--- config.mk ---
export PLATFORM = sky130hd
export DESIGN_NAME = alu_share_arbiter_flat
export DESIGN_NICKNAME = d
export VERILOG_FILES = /design/src/rtl/alu_share_arbiter_if.sv /design/src/rtl/alu_share_arbiter.sv /design/src/flat_wrapper.sv
export SDC_FILE = /design/constraint.sdc
export NUM_CORES = 1
export LEC_CHECK = 0
export ABC_AREA = 1
export ABC_CLOCK_PERIOD_IN_PS = 4500
export CAP_MARGIN = 20
export CORE_MARGIN = 1
export CORE_UTILIZATION = 30
export DETAILED_ROUTE_END_ITERATION = 6
export HOLD_SLACK_MARGIN = 0.12
export PLACE_DENSITY = 0.52
export SYNTH_ARGS = -nofsm -noshare
export SYNTH_HDL_FRONTEND = slang
export SYNTH_SLANG_ARGS = --single-unit
--- constraint.sdc ---
create_clock -name clk -period 4.5 [get_ports clk]
set_input_delay 1.35 -clock clk [delete_from_list [all_inputs] [get_ports clk]]
set_output_delay 1.35 -clock clk [all_outputs]
set_load 0.02 [all_outputs]
--- src/rtl/alu_share_arbiter_if.sv ---
// Request/response bundle between two client sequencers and the shared ALU arbiter.
// The master modport is the client side; the slave modport is the arbiter side.
interface alu_share_arbiter_if;
   logic       req0_valid;
   logic       req0_ready;
   logic [7:0] req0_a;
   logic [7:0] req0_b;
   logic [2:0] req0_op;

   logic       req1_valid;
   logic       req1_ready;
   logic [7:0] req1_a;
   logic [7:0] req1_b;
   logic [2:0] req1_op;

   logic       rsp0_valid;
   logic       rsp0_ready;
   logic [8:0] rsp0_result;
   logic       rsp0_zero;
   logic       rsp0_ctrl;

   logic       rsp1_valid;
   logic       rsp1_ready;
   logic [8:0] rsp1_result;
   logic       rsp1_zero;
   logic       rsp1_ctrl;

   logic       busy;
   logic       last_grant;

   modport master (
      output req0_valid, req0_a, req0_b, req0_op,
      input  req0_ready,
      output req1_valid, req1_a, req1_b, req1_op,
      input  req1_ready,
      input  rsp0_valid, rsp0_result, rsp0_zero, rsp0_ctrl,
      output rsp0_ready,
      input  rsp1_valid, rsp1_result, rsp1_zero, rsp1_ctrl,
      output rsp1_ready,
      input  busy, last_grant
   );

   modport slave (
      input  req0_valid, req0_a, req0_b, req0_op,
      output req0_ready,
      input  req1_valid, req1_a, req1_b, req1_op,
      output req1_ready,
      output rsp0_valid, rsp0_result, rsp0_zero, rsp0_ctrl,
      input  rsp0_ready,
      output rsp1_valid, rsp1_result, rsp1_zero, rsp1_ctrl,
      input  rsp1_ready,
      output busy, last_grant
   );
endinterface

--- src/rtl/alu_share_arbiter.sv ---
// Two-port arbiter sharing one 8-bit ALU: accept in IDLE, compute in EXEC,
// hold the registered result in RESP until the granted port takes it.
module alu_share_arbiter #(
   parameter bit PRIORITY_MODE = 1'b0
) (
   input logic                clk,
   input logic                reset,
   alu_share_arbiter_if.slave bus
);

   typedef enum logic [1:0] {
      IDLE = 2'd0,
      EXEC = 2'd1,
      RESP = 2'd2
   } state_t;

   localparam logic [2:0] OP_ADD = 3'b000;
   localparam logic [2:0] OP_SUB = 3'b001;
   localparam logic [2:0] OP_GT  = 3'b010;
   localparam logic [2:0] OP_EQ  = 3'b011;
   localparam logic [2:0] OP_LT  = 3'b100;
   localparam logic [2:0] OP_AND = 3'b101;
   localparam logic [2:0] OP_OR  = 3'b110;
   localparam logic [2:0] OP_XOR = 3'b111;

   state_t     state_q, state_d;
   logic [7:0] a_q, a_d;
   logic [7:0] b_q, b_d;
   logic [2:0] op_q, op_d;
   logic       grant_q, grant_d;
   logic [8:0] result_q, result_d;
   logic       zero_q, zero_d;
   logic       ctrl_q, ctrl_d;
   logic       lastGrant_q, lastGrant_d;

   logic       winner;
   logic       accept;
   logic       rspTaken;
   logic [8:0] aluResult;
   logic       aluZero;
   logic       aluCtrl;

   // Winner is only meaningful when at least one port is valid; ties in
   // round-robin go to the port that did not complete last.
   always_comb begin
      winner = 1'b0;
      if (PRIORITY_MODE) begin
         winner = !bus.req0_valid && bus.req1_valid;
      end else if (bus.req0_valid && bus.req1_valid) begin
         winner = ~lastGrant_q;
      end else begin
         winner = bus.req1_valid;
      end
   end

   assign accept   = (state_q == IDLE) && (bus.req0_valid || bus.req1_valid) && !reset;
   assign rspTaken = grant_q ? bus.rsp1_ready : bus.rsp0_ready;

   always_comb begin
      aluResult = 9'h000;
      case (op_q)
         OP_ADD:  aluResult = {1'b0, a_q} + {1'b0, b_q};
         OP_SUB:  aluResult = {1'b0, a_q} - {1'b0, b_q};
         OP_GT:   aluResult = {8'h00, (a_q > b_q)};
         OP_EQ:   aluResult = {8'h00, (a_q == b_q)};
         OP_LT:   aluResult = {8'h00, (a_q < b_q)};
         OP_AND:  aluResult = {1'b0, a_q & b_q};
         OP_OR:   aluResult = {1'b0, a_q | b_q};
         OP_XOR:  aluResult = {1'b0, a_q ^ b_q};
         default: aluResult = 9'h000;
      endcase
      aluZero = (aluResult == 9'h000);
      aluCtrl = ((op_q == OP_ADD) || (op_q == OP_SUB)) ? aluResult[8] : 1'b0;
   end

   always_comb begin
      state_d     = state_q;
      a_d         = a_q;
      b_d         = b_q;
      op_d        = op_q;
      grant_d     = grant_q;
      result_d    = result_q;
      zero_d      = zero_q;
      ctrl_d      = ctrl_q;
      lastGrant_d = lastGrant_q;
      case (state_q)
         IDLE: begin
            if (accept) begin
               a_d     = winner ? bus.req1_a  : bus.req0_a;
               b_d     = winner ? bus.req1_b  : bus.req0_b;
               op_d    = winner ? bus.req1_op : bus.req0_op;
               grant_d = winner;
               state_d = EXEC;
            end
         end
         EXEC: begin
            result_d = aluResult;
            zero_d   = aluZero;
            ctrl_d   = aluCtrl;
            state_d  = RESP;
         end
         RESP: begin
            if (rspTaken) begin
               lastGrant_d = grant_q;
               state_d     = IDLE;
            end
         end
         default: state_d = IDLE;
      endcase
   end

   // lastGrant resets to 1 so port 0 wins the first simultaneous round-robin request.
   always_ff @(posedge clk) begin
      if (reset) begin
         state_q     <= IDLE;
         a_q         <= 8'h00;
         b_q         <= 8'h00;
         op_q        <= 3'b000;
         grant_q     <= 1'b0;
         result_q    <= 9'h000;
         zero_q      <= 1'b0;
         ctrl_q      <= 1'b0;
         lastGrant_q <= 1'b1;
      end else begin
         state_q     <= state_d;
         a_q         <= a_d;
         b_q         <= b_d;
         op_q        <= op_d;
         grant_q     <= grant_d;
         result_q    <= result_d;
         zero_q      <= zero_d;
         ctrl_q      <= ctrl_d;
         lastGrant_q <= lastGrant_d;
      end
   end

   assign bus.req0_ready  = accept && !winner;
   assign bus.req1_ready  = accept && winner;

   assign bus.rsp0_valid  = (state_q == RESP) && !grant_q;
   assign bus.rsp1_valid  = (state_q == RESP) && grant_q;

   assign bus.rsp0_result = result_q;
   assign bus.rsp1_result = result_q;
   assign bus.rsp0_zero   = zero_q;
   assign bus.rsp1_zero   = zero_q;
   assign bus.rsp0_ctrl   = ctrl_q;
   assign bus.rsp1_ctrl   = ctrl_q;

   assign bus.busy        = (state_q != IDLE);
   assign bus.last_grant  = lastGrant_q;

endmodule

--- src/flat_wrapper.sv ---
// flat-port wrapper written by rule: the top's interface ports become plain ports
module alu_share_arbiter_flat 
#(
   parameter bit PRIORITY_MODE = 1'b0
)
  (clk, reset, bus_req0_valid, bus_req0_a, bus_req0_b, bus_req0_op, bus_req0_ready, bus_req1_valid, bus_req1_a, bus_req1_b, bus_req1_op, bus_req1_ready, bus_rsp0_valid, bus_rsp0_result, bus_rsp0_zero, bus_rsp0_ctrl, bus_rsp0_ready, bus_rsp1_valid, bus_rsp1_result, bus_rsp1_zero, bus_rsp1_ctrl, bus_rsp1_ready, bus_busy, bus_last_grant);
  alu_share_arbiter_if bus_i ();
  input logic clk;
  input logic reset;
  input wire logic [$bits(bus_i.req0_valid)-1:0] bus_req0_valid;
  input wire logic [$bits(bus_i.req0_a)-1:0] bus_req0_a;
  input wire logic [$bits(bus_i.req0_b)-1:0] bus_req0_b;
  input wire logic [$bits(bus_i.req0_op)-1:0] bus_req0_op;
  output wire logic [$bits(bus_i.req0_ready)-1:0] bus_req0_ready;
  input wire logic [$bits(bus_i.req1_valid)-1:0] bus_req1_valid;
  input wire logic [$bits(bus_i.req1_a)-1:0] bus_req1_a;
  input wire logic [$bits(bus_i.req1_b)-1:0] bus_req1_b;
  input wire logic [$bits(bus_i.req1_op)-1:0] bus_req1_op;
  output wire logic [$bits(bus_i.req1_ready)-1:0] bus_req1_ready;
  output wire logic [$bits(bus_i.rsp0_valid)-1:0] bus_rsp0_valid;
  output wire logic [$bits(bus_i.rsp0_result)-1:0] bus_rsp0_result;
  output wire logic [$bits(bus_i.rsp0_zero)-1:0] bus_rsp0_zero;
  output wire logic [$bits(bus_i.rsp0_ctrl)-1:0] bus_rsp0_ctrl;
  input wire logic [$bits(bus_i.rsp0_ready)-1:0] bus_rsp0_ready;
  output wire logic [$bits(bus_i.rsp1_valid)-1:0] bus_rsp1_valid;
  output wire logic [$bits(bus_i.rsp1_result)-1:0] bus_rsp1_result;
  output wire logic [$bits(bus_i.rsp1_zero)-1:0] bus_rsp1_zero;
  output wire logic [$bits(bus_i.rsp1_ctrl)-1:0] bus_rsp1_ctrl;
  input wire logic [$bits(bus_i.rsp1_ready)-1:0] bus_rsp1_ready;
  output wire logic [$bits(bus_i.busy)-1:0] bus_busy;
  output wire logic [$bits(bus_i.last_grant)-1:0] bus_last_grant;
  assign bus_i.req0_valid = bus_req0_valid;
  assign bus_i.req0_a = bus_req0_a;
  assign bus_i.req0_b = bus_req0_b;
  assign bus_i.req0_op = bus_req0_op;
  assign bus_req0_ready = bus_i.req0_ready;
  assign bus_i.req1_valid = bus_req1_valid;
  assign bus_i.req1_a = bus_req1_a;
  assign bus_i.req1_b = bus_req1_b;
  assign bus_i.req1_op = bus_req1_op;
  assign bus_req1_ready = bus_i.req1_ready;
  assign bus_rsp0_valid = bus_i.rsp0_valid;
  assign bus_rsp0_result = bus_i.rsp0_result;
  assign bus_rsp0_zero = bus_i.rsp0_zero;
  assign bus_rsp0_ctrl = bus_i.rsp0_ctrl;
  assign bus_i.rsp0_ready = bus_rsp0_ready;
  assign bus_rsp1_valid = bus_i.rsp1_valid;
  assign bus_rsp1_result = bus_i.rsp1_result;
  assign bus_rsp1_zero = bus_i.rsp1_zero;
  assign bus_rsp1_ctrl = bus_i.rsp1_ctrl;
  assign bus_i.rsp1_ready = bus_rsp1_ready;
  assign bus_busy = bus_i.busy;
  assign bus_last_grant = bus_i.last_grant;
  alu_share_arbiter #(.PRIORITY_MODE(PRIORITY_MODE)) u_core (.clk(clk), .reset(reset), .bus(bus_i));
endmodule
==> qor.yml, run 1 <==
setup_slack_ns: 0.294
rsz0062_at_grt: "false"
wl_met2_microns: 3280
ys_async_sr_fraction_pct: 0
skew_ns: 0.0123
placed_cells: 584
p_clk_share_pct: 28.5
routedLengthMet1_microns: 3650
slew_violations: 0
min_period_ns: 4.21
drt_iter0_drc: 187
row_count: 34
status: "finished clean"
synthCells: 428
critPathKind: "primary input to primary output"
synth_top_area_share_pct: 25.1
grt_pass1_wl_microns: 12400
power_mw: 1.00
p_int_mw: 0.656
synth-seq-cells: 34
die_area_sq_um: 9440
synth_area_leader_cell: "dfxtp_1"
yosysUniqueCellTypes: 33
cp_max_fo: 3
finalHoldViolations: 0
max_freq_ghz: 0.238
ctsResizeCount: 0
pwr-share-comb_pct: 36.8
yosysWarnings: 0
start_util_pct: 31.1
p_seq_share_pct: 34.7
synth_edf_count: 0
crit_slowest_cell: "clkdlybuf4s50_1"
fin_cells: 591
synthTopCellsByArea: "dfxtp_1 (25%), nand2_1 (18%), ha_1 (11%)"
port_buffers: 71
clk_latency_ns: 0.28
dp_hpwl_microns: 6140
wl_met3_microns: 353
syn_area_sq_um: 2720
cts_buffers: 5
htreeDepth: 2
highest_layer: "met4"
slowest_delay_ns: 0.66
switching_share_pct: 34.6
num_vias: 2814
syn_avg_cell_area_sq_um: 6.34
setup_tns_ns: 0
cp-start-kind: "primary input"
num_io_pins: 72
root_buffer: "clkbuf_8"
antenna_found_initial: 0
dp_slack_ns: 0.291
power_leakage_nw: 1.49
ys.flop_type: "dfxtp_1"
via_per_inst: 4.76
setup_viol: 0
drt-wirelength-per-cell_microns: 12.7
seq_area_frac_synth_pct: 25.1
nNetsFinal: 553
drc_errors: 0
worst_ep_arrival_time_ns: 2.86
cts_buffer_depth: 2
path_cells: "clkdlybuf4s50_1 -> nor2_1 -> o21ai_1 -> a21oi_1 -> clkdlybuf4s50_1"
n_antenna_cell: 0
tightestPinTransition_ns: 0.835
period_share_pct: 93.5
power_switching_mw: 0.347
overflow: 0
powerDensity_nw_per_um2: 284
critical_path_required_ns: 3.15
postCtsHoldBufs: 0
rrSetupSlack_ns: 2.17
relSlewSlack_pct: 44.1
post_cts_buffers: 0
layout_commonest_cell: "nand2_1"
cp-end-kind: "primary output"
track_usage_pct: 16.2
die_w_microns: 97.1
drive_above_1_share_pct: 4.55
crit_top_cell: "clkdlybuf4s50_1"
drt.antenna.violating_nets: 0
fp.dieH_microns: 97.1
first_pass_iters: 4
cts_tree: "yes"
grt_pass1_vias: 2619
drv_cap: 0
clock-sinks: 34
grt_max_degree: 27
clk_pin_slew_worst_paths_ns: 0.07
ir_drop_mv: 0.116
routabilityCongestion: 0.917
coreArea_sq_um: 8720
wl_microns: 7480
syn_nets: 498
hp-class: "flip-flop to flip-flop"
syn_to_final_growth_pct: 30.0
mostFrequentLayoutCells: "nand2_1 (128), clkdlybuf4s50_1 (71), inv_1 (48)"
[worst max-delay path: cells and delay by family]
kind	cells	cell delay [ns]
buf+inv	2	1.08
compound gates	2	0.33
simple gates	1	0.10
[final cells by class]
class,count,area [sq um]
Fill cell,921,5190
Tap cell,108,135
Multi-Input combinational cell,315,1670
Clock buffer,6,82.6
Inverter,52,195
Timing Repair Buffer,75,741
Sequential cell,34,681
Clock inverter,1,30.0
[metrics by stage]
step,instance area [sq um],hold WS (ns),util [%]
finish,3530,0.486,40.5
global route,3530,0.500,40.5
CTS,3530,0.492,40.5
detailed placement,3420,0.481,39.2
global placement,3420,0.475,39.2
floorplan,2720,0.482,-
[power by group through the flow]
stage	clock [mW]	combinational (mW)	sequential [mW]
2_1_floorplan	0	0.239	0.358
3_3_place_gp	0	0.367	0.355
3_5_place_dp	0	0.367	0.356
4_1_cts	0.293	0.369	0.349
5_1_grt	0.300	0.415	0.354
6_report	0.285	0.370	0.348
[state kept, by name (all words and copies together), names as in the netlist]
| register | cells |
|---|---|
| u_core.bus.rsp0_ctrl | 1 |
| u_core.op_q | 3 |
| u_core.bus.rsp0_zero | 1 |
| u_core.bus.last_grant | 1 |
| u_core.b_q | 8 |
| u_core.bus.rsp0_result | 9 |
| u_core.a_q | 8 |
| u_core.grant_q | 1 |
| u_core.state_q | 2 |
[cell usage after synthesis, types with 2 or more instances]
| master | number |
|---|---|
| inv_1 | 48 |
| ha_1 | 24 |
| dfxtp_1 | 34 |
| nor3_1 | 3 |
| buf_6 | 2 |
| o21ai_0 | 12 |
| buf_4 | 13 |
| a21oi_1 | 22 |
| a31oi_1 | 19 |
| buf_2 | 7 |
| clkbuf_1 | 5 |
| nand2_2 | 2 |
| nand2_1 | 128 |
| fa_1 | 2 |
| nor2_1 | 43 |
| o21ai_1 | 2 |
| nand3_1 | 33 |
| o22ai_1 | 2 |
| nand4_1 | 7 |
| inv_2 | 4 |
| o211ai_1 | 4 |
[cells by family (layout without fill, tap and decap cells)]
kind of cell / after synthesis / in the layout / share of synthesized area, %
xor+xnor: 1 / 1 / 0.323
buf+inv: 79 / 134 / 13.6
simple gates: 223 / 223 / 34.4
compound gates: 65 / 65 / 14.1
flops: 34 / 34 / 25.1
fa+ha+maj: 26 / 26 / 12.5
[per-layer routing]
layer	track usage [%]	up-vias
met4	6.20	0
met3	2.30	12
met1	22.4	1253
met5	0	-
met2	25.5	71
li1	-	1478
[path summary, 6_finish.rpt]
check,from,endpoint,cells past startpoint
worst min register to register,u_core.bus.rsp0_result[8],u_core.bus.rsp0_result[8],2
worst max-delay path,reset,bus_req0_ready,5
worst max register to register,u_core.a_q[0],u_core.bus.rsp0_zero,14
worst min-delay path,u_core.bus.rsp0_result[8],u_core.bus.rsp0_result[8],2
(Power assumes the default switching activity.)
==> run 2: changes to the inputs <==
--- a/config.mk
+++ b/config.mk
@@ -11,6 +11,7 @@
 export CORE_MARGIN = 1
 export CORE_UTILIZATION = 30
 export DETAILED_ROUTE_END_ITERATION = 6
+export GPL_ROUTABILITY_DRIVEN = 0
 export HOLD_SLACK_MARGIN = 0.12
 export PLACE_DENSITY = 0.52
 export SYNTH_ARGS = -nofsm -noshare
==> run 2 against run 1 <==
Compared with the run above: via count increased by 0.71%; hold slack improved by 0.00078 ns; sequential cell count unchanged; register-to-register slack about the same; critical path depth unchanged; clock-buffer cell count unchanged; largest power group unchanged.
==> qor.yml, run 2 (synthesis results as in run 1) <==
status: "finished clean"
cp_max_fo: 3
mostFrequentLayoutCells: "nand2_1 (128), clkdlybuf4s50_1 (71), inv_1 (48)"
drv_cap: 0
slew_violations: 0
htreeDepth: 2
drive_above_1_share_pct: 4.55
rsz0062_at_grt: "false"
whs_path_depth: 2
overflow: 0
multi_input_area_sq_um: 1670
pwr-share-comb_pct: 36.9
reg2regPathDepth: 13
fp.dieH_microns: 97.1
via_per_inst: 4.80
die_area_sq_um: 9440
ir_drop_mv: 0.150
cts_buffers: 5
start_util_pct: 31.1
first_pass_iters: 5
register_area_sq_um: 681
antenna_found_initial: 0
power_switching_mw: 0.345
path_cells: "clkdlybuf4s50_1 -> nor2_1 -> o21ai_1 -> a21oi_1 -> clkdlybuf4s50_1"
powerDensity_nw_per_um2: 284
fillCellCount: 938
grt_max_degree: 27
cpLargestDelayFamily: "buffers and inverters"
critical_path_required_ns: 3.15
period_share_pct: 93.2
cp-start-kind: "primary input"
num_io_pins: 72
setup_tns_ns: 0
relSlewSlack_pct: 46.4
cts_buffer_depth: 2
drc_errors: 0
crit_slowest_cell: "clkdlybuf4s50_1"
dp_slack_ns: 0.309
grt_pass1_wl_microns: 12500
p_seq_share_pct: 34.8
cts_tree: "yes"
switching_share_pct: 34.5
drt-wirelength-per-cell_microns: 12.7
crit_top_cell: "clkdlybuf4s50_1"
syn_to_final_growth_pct: 30.0
die_w_microns: 97.1
cp-end-kind: "primary output"
reg2reg_from: "u_core.b_q[0]"
clock-sinks: 34
largest_reg_flops: 9
p_int_mw: 0.656
post-route-util_pct: 40.5
fin_cells: 591
critPathKind: "primary input to primary output"
layout_commonest_cell: "nand2_1"
p_clk_share_pct: 28.3
min_period_ns: 4.19
n_antenna_cell: 0
postCtsHoldBufs: 0
placed_cells: 584
worstReg2RegEnd: "u_core.bus.rsp0_zero"
coreArea_sq_um: 8720
hp-class: "flip-flop to flip-flop"
worstHoldStart: "u_core.bus.rsp0_ctrl"
setup_viol: 0
wl_microns: 7490
hold_ws_ns: 0.487
drt.antenna.violating_nets: 0
dp_hpwl_microns: 6060
row_count: 34
rrSetupSlack_ns: 2.17
tightestPinTransition_ns: 0.800
setup_slack_ns: 0.308
nNetsFinal: 553
clk_latency_ns: 0.28
power_leakage_nw: 1.49
track_usage_pct: 16.1
slowest_delay_ns: 0.66
max_freq_ghz: 0.239
skew_ns: 0.00818
clk_pin_slew_worst_paths_ns: 0.07
drt_iter0_drc: 148
timing.critical_path.buf_inv: 2
num_vias: 2834
port_buffers: 71
finalHoldViolations: 0
min_to: "u_core.bus.rsp0_ctrl"
ctsResizeCount: 0
grt_pass1_vias: 2640
worst_ep_arrival_time_ns: 2.84
root_buffer: "clkbuf_8"
post_cts_buffers: 0
[run 2: metal layers]
layer  track usage, %  wire length (microns)  part of all wire (%)
met1             22.3                   3750                    50
met2             25.0                   3180                    42
met3             2.01                    329                   4.4
met4             6.77                    230                   3.1
met5                0                      0                     0
[run 2: worst min-delay path, stage by stage, from the launching register on]
cell     delay (ns)
dfxtp_1        0.33
nand2_1        0.06
a21oi_1        0.05
[run 2: power by group through the flow]
stage          Clock [mW]  Combinational, mW  Sequential, mW
2_1_floorplan           0              0.239           0.358
3_3_place_gp            0              0.366           0.355
3_5_place_dp            0              0.367           0.356
4_1_cts             0.293              0.369           0.349
5_1_grt             0.304              0.410           0.353
6_report            0.283              0.369           0.349
[run 2: final cells by class]
cell class | instances | share of cell area [%]
multi-input combinational | 315 | 47.2
timing repair buffer | 75 | 21.0
sequential | 34 | 19.3
inverter | 52 | 5.53
tap | 108 | 3.83
clock buffer | 6 | 2.34
clock inverter | 1 | 0.851
[run 2: per-stage QoR]
| stage | instance area, sq um | power (mW) |
|---|---|---|
| finish | 3530 | 1.00 |
| global route | 3530 | 1.07 |
| CTS | 3530 | 1.01 |
| detailed placement | 3420 | 0.723 |
| global placement | 3420 | 0.721 |
| floorplan | 2720 | 0.597 |
[run 2: worst max-delay path by stage]
stage                endpoint  cells after the start  start  slack, ns
3_3_place_gp   bus_req0_ready                      5  reset       0.28
5_1_grt        bus_req0_ready                      5  reset       0.20
4_1_cts        bus_req0_ready                      5  reset       0.29
6_report       bus_req0_ready                      5  reset       0.31
3_5_place_dp   bus_req0_ready                      5  reset       0.31
2_1_floorplan  bus_req0_ready                      5  reset       1.10
==> run 3: changes to the inputs <==
--- a/config.mk
+++ b/config.mk
@@ -9,11 +9,11 @@
 export ABC_CLOCK_PERIOD_IN_PS = 4500
 export CAP_MARGIN = 20
 export CORE_MARGIN = 1
-export CORE_UTILIZATION = 30
+export CORE_UTILIZATION = 48
 export DETAILED_ROUTE_END_ITERATION = 6
 export GPL_ROUTABILITY_DRIVEN = 0
 export HOLD_SLACK_MARGIN = 0.12
-export PLACE_DENSITY = 0.52
+export PLACE_DENSITY = 0.77
 export SYNTH_ARGS = -nofsm -noshare
 export SYNTH_HDL_FRONTEND = slang
 export SYNTH_SLANG_ARGS = --single-unit
==> run 3 against run 2 <==
Compared with the run above: the flow now finishes with violations (design-rule violations); global-route usage rose by 8.2 points; combinational power barely moved; wire length fell by 6.3%; setup slack improved by 0.0016 ns; register-to-register slack barely moved; hold slack improved by 0.0097 ns; critical path type unchanged; clock skew rose by 0.0013 ns.
==> qor.yml, run 3 (synthesis results as in run 1) <==
worstReg2RegEnd: "u_core.bus.rsp0_zero"
fp.dieH_microns: 77.2
die_w_microns: 77.2
hp-class: "flip-flop to flip-flop"
path_cells: "clkdlybuf4s50_1 -> nor2_1 -> o21ai_1 -> a21oi_1 -> clkdlybuf4s50_1"
grt_util_met1_pct: 30.5
drt-wirelength-per-cell_microns: 12.6
cpLargestDelayFamily: "buffers and inverters"
root_buffer: "clkbuf_8"
grt_pass1_vias: 2593
drt_iter0_drc: 293
postCtsHoldBufs: 0
num_vias: 2953
period_share_pct: 93.1
start_util_pct: 49.6
tightestPinTransition_ns: 0.824
largest_reg_flops: 9
fillCellCount: 531
syn_to_final_growth_pct: 29.3
cts_tree: "yes"
dp_slack_ns: 0.323
slew_violations: 0
use_met3_pct: 5.00
timing.critical_path.buf_inv: 2
clock-sinks: 34
rrSetupSlack_ns: 2.16
die_area_sq_um: 5960
cts_buffers: 5
slowest_delay_ns: 0.65
row_count: 27
met2_usage_pct: 38.9
finalHoldViolations: 0
drv_cap: 0
cp-start-kind: "primary input"
drive_above_1_share_pct: 4.75
cts_buffer_depth: 2
hold_ws_ns: 0.496
setup_tns_ns: 0
num_io_pins: 72
power_leakage_nw: 1.50
via_per_inst: 5.31
reg2regPathDepth: 13
ir_drop_mv: 0.208
skew_ns: 0.00948
wl_microns: 7020
mostFrequentLayoutCells: "nand2_1 (128), clkdlybuf4s50_1 (71), inv_1 (48)"
max_freq_ghz: 0.239
n_antenna_cell: 0
cp_max_fo: 3
drt.antenna.violating_nets: 0
crit_top_cell: "clkdlybuf4s50_1"
status: "finished, violations left"
coreArea_sq_um: 5470
min_period_ns: 4.19
port_buffers: 71
setup_viol: 0
grt_max_degree: 27
violations: "design-rule violations"
clk_latency_ns: 0.29
crit_path_end: "bus_req0_ready"
setup_slack_ns: 0.310
dp_hpwl_microns: 5550
busiest_layer: "met2"
layout_commonest_cell: "nand2_1"
drc_errors: 2
overflow: 0
worst_ep_arrival_time_ns: 2.84
post_cts_buffers: 0
rsz0062_at_grt: "false"
clk_pin_slew_worst_paths_ns: 0.07
critPathKind: "primary input to primary output"
cp_num_cells: 5
critical_path_required_ns: 3.15
reg2reg_from: "u_core.b_q[0]"
cp-end-kind: "primary output"
nNetsFinal: 553
htreeDepth: 2
track_usage_pct: 24.3
setup.worst_path.start: "reset"
power_mw: 1.05
antenna_found_initial: 0
first_pass_iters: 7
powerDensity_nw_per_um2: 300
relSlewSlack_pct: 44.9
ctsResizeCount: 0
grt_pass1_wl_microns: 11500
crit_slowest_cell: "clkdlybuf4s50_1"
run 3: power by group:
| group | switching (mW) | total [mW] | internal, mW |
|---|---|---|---|
| combinational | 0.214 | 0.368 | 0.154 |
| clock | 0.116 | 0.338 | 0.222 |
| sequential | 0.0242 | 0.349 | 0.325 |
run 3: layer usage:
metal	part of all wire, %	vias to the layer above
met5	0	-
met4	3.5	0
met3	7.3	22
met2	45	139
met1	44	1320
li1	-	1472
run 3: worst reg2reg max path, delay by kind of cell, from the launching register on:
family	cells	cell delay [ns]
AND/OR/NAND/NOR	7	0.67
XOR/XNOR	1	0.15
flip-flops	1	0.44
AO/OA/AOI/OAI	1	0.12
buffers and inverters	2	0.20
adder cells (fa/ha/maj)	2	0.70
run 3: worst min path at each step:
| stage | to | from | slack (ns) | cells after the start |
|---|---|---|---|---|
| after global routing | u_core.bus.rsp0_ctrl | u_core.bus.rsp0_ctrl | 0.52 | 2 |
| after global placement | u_core.bus.rsp0_ctrl | u_core.bus.rsp0_ctrl | 0.47 | 2 |
| after floorplan | u_core.a_q[0] | u_core.a_q[0] | 0.48 | 2 |
| final | u_core.bus.rsp0_zero | u_core.bus.rsp0_zero | 0.50 | 2 |
| after detailed placement | u_core.bus.rsp0_zero | u_core.bus.rsp0_zero | 0.48 | 2 |
| after CTS | u_core.bus.rsp0_zero | u_core.bus.rsp0_zero | 0.49 | 2 |
run 3: stage by stage:
step	utilization (%)	cell area (sq um)	std cells
after floorplan	-	2720	428
after global placement	61.6	3370	548
after detailed placement	61.6	3370	548
after CTS	64.1	3510	556
after global routing	64.1	3510	556
final	64.1	3510	556
run 3: cell type report:
cell class	count	area [sq um]	share of cell area [%]
well taps	72	90.1	2.57
flip-flops and latches	34	681	19.4
repair buffers	75	741	21.1
multi-input cells	315	1670	47.5
clock inverters	3	68.8	1.96
inverters	52	195	5.56
clock buffers	5	68.8	1.96
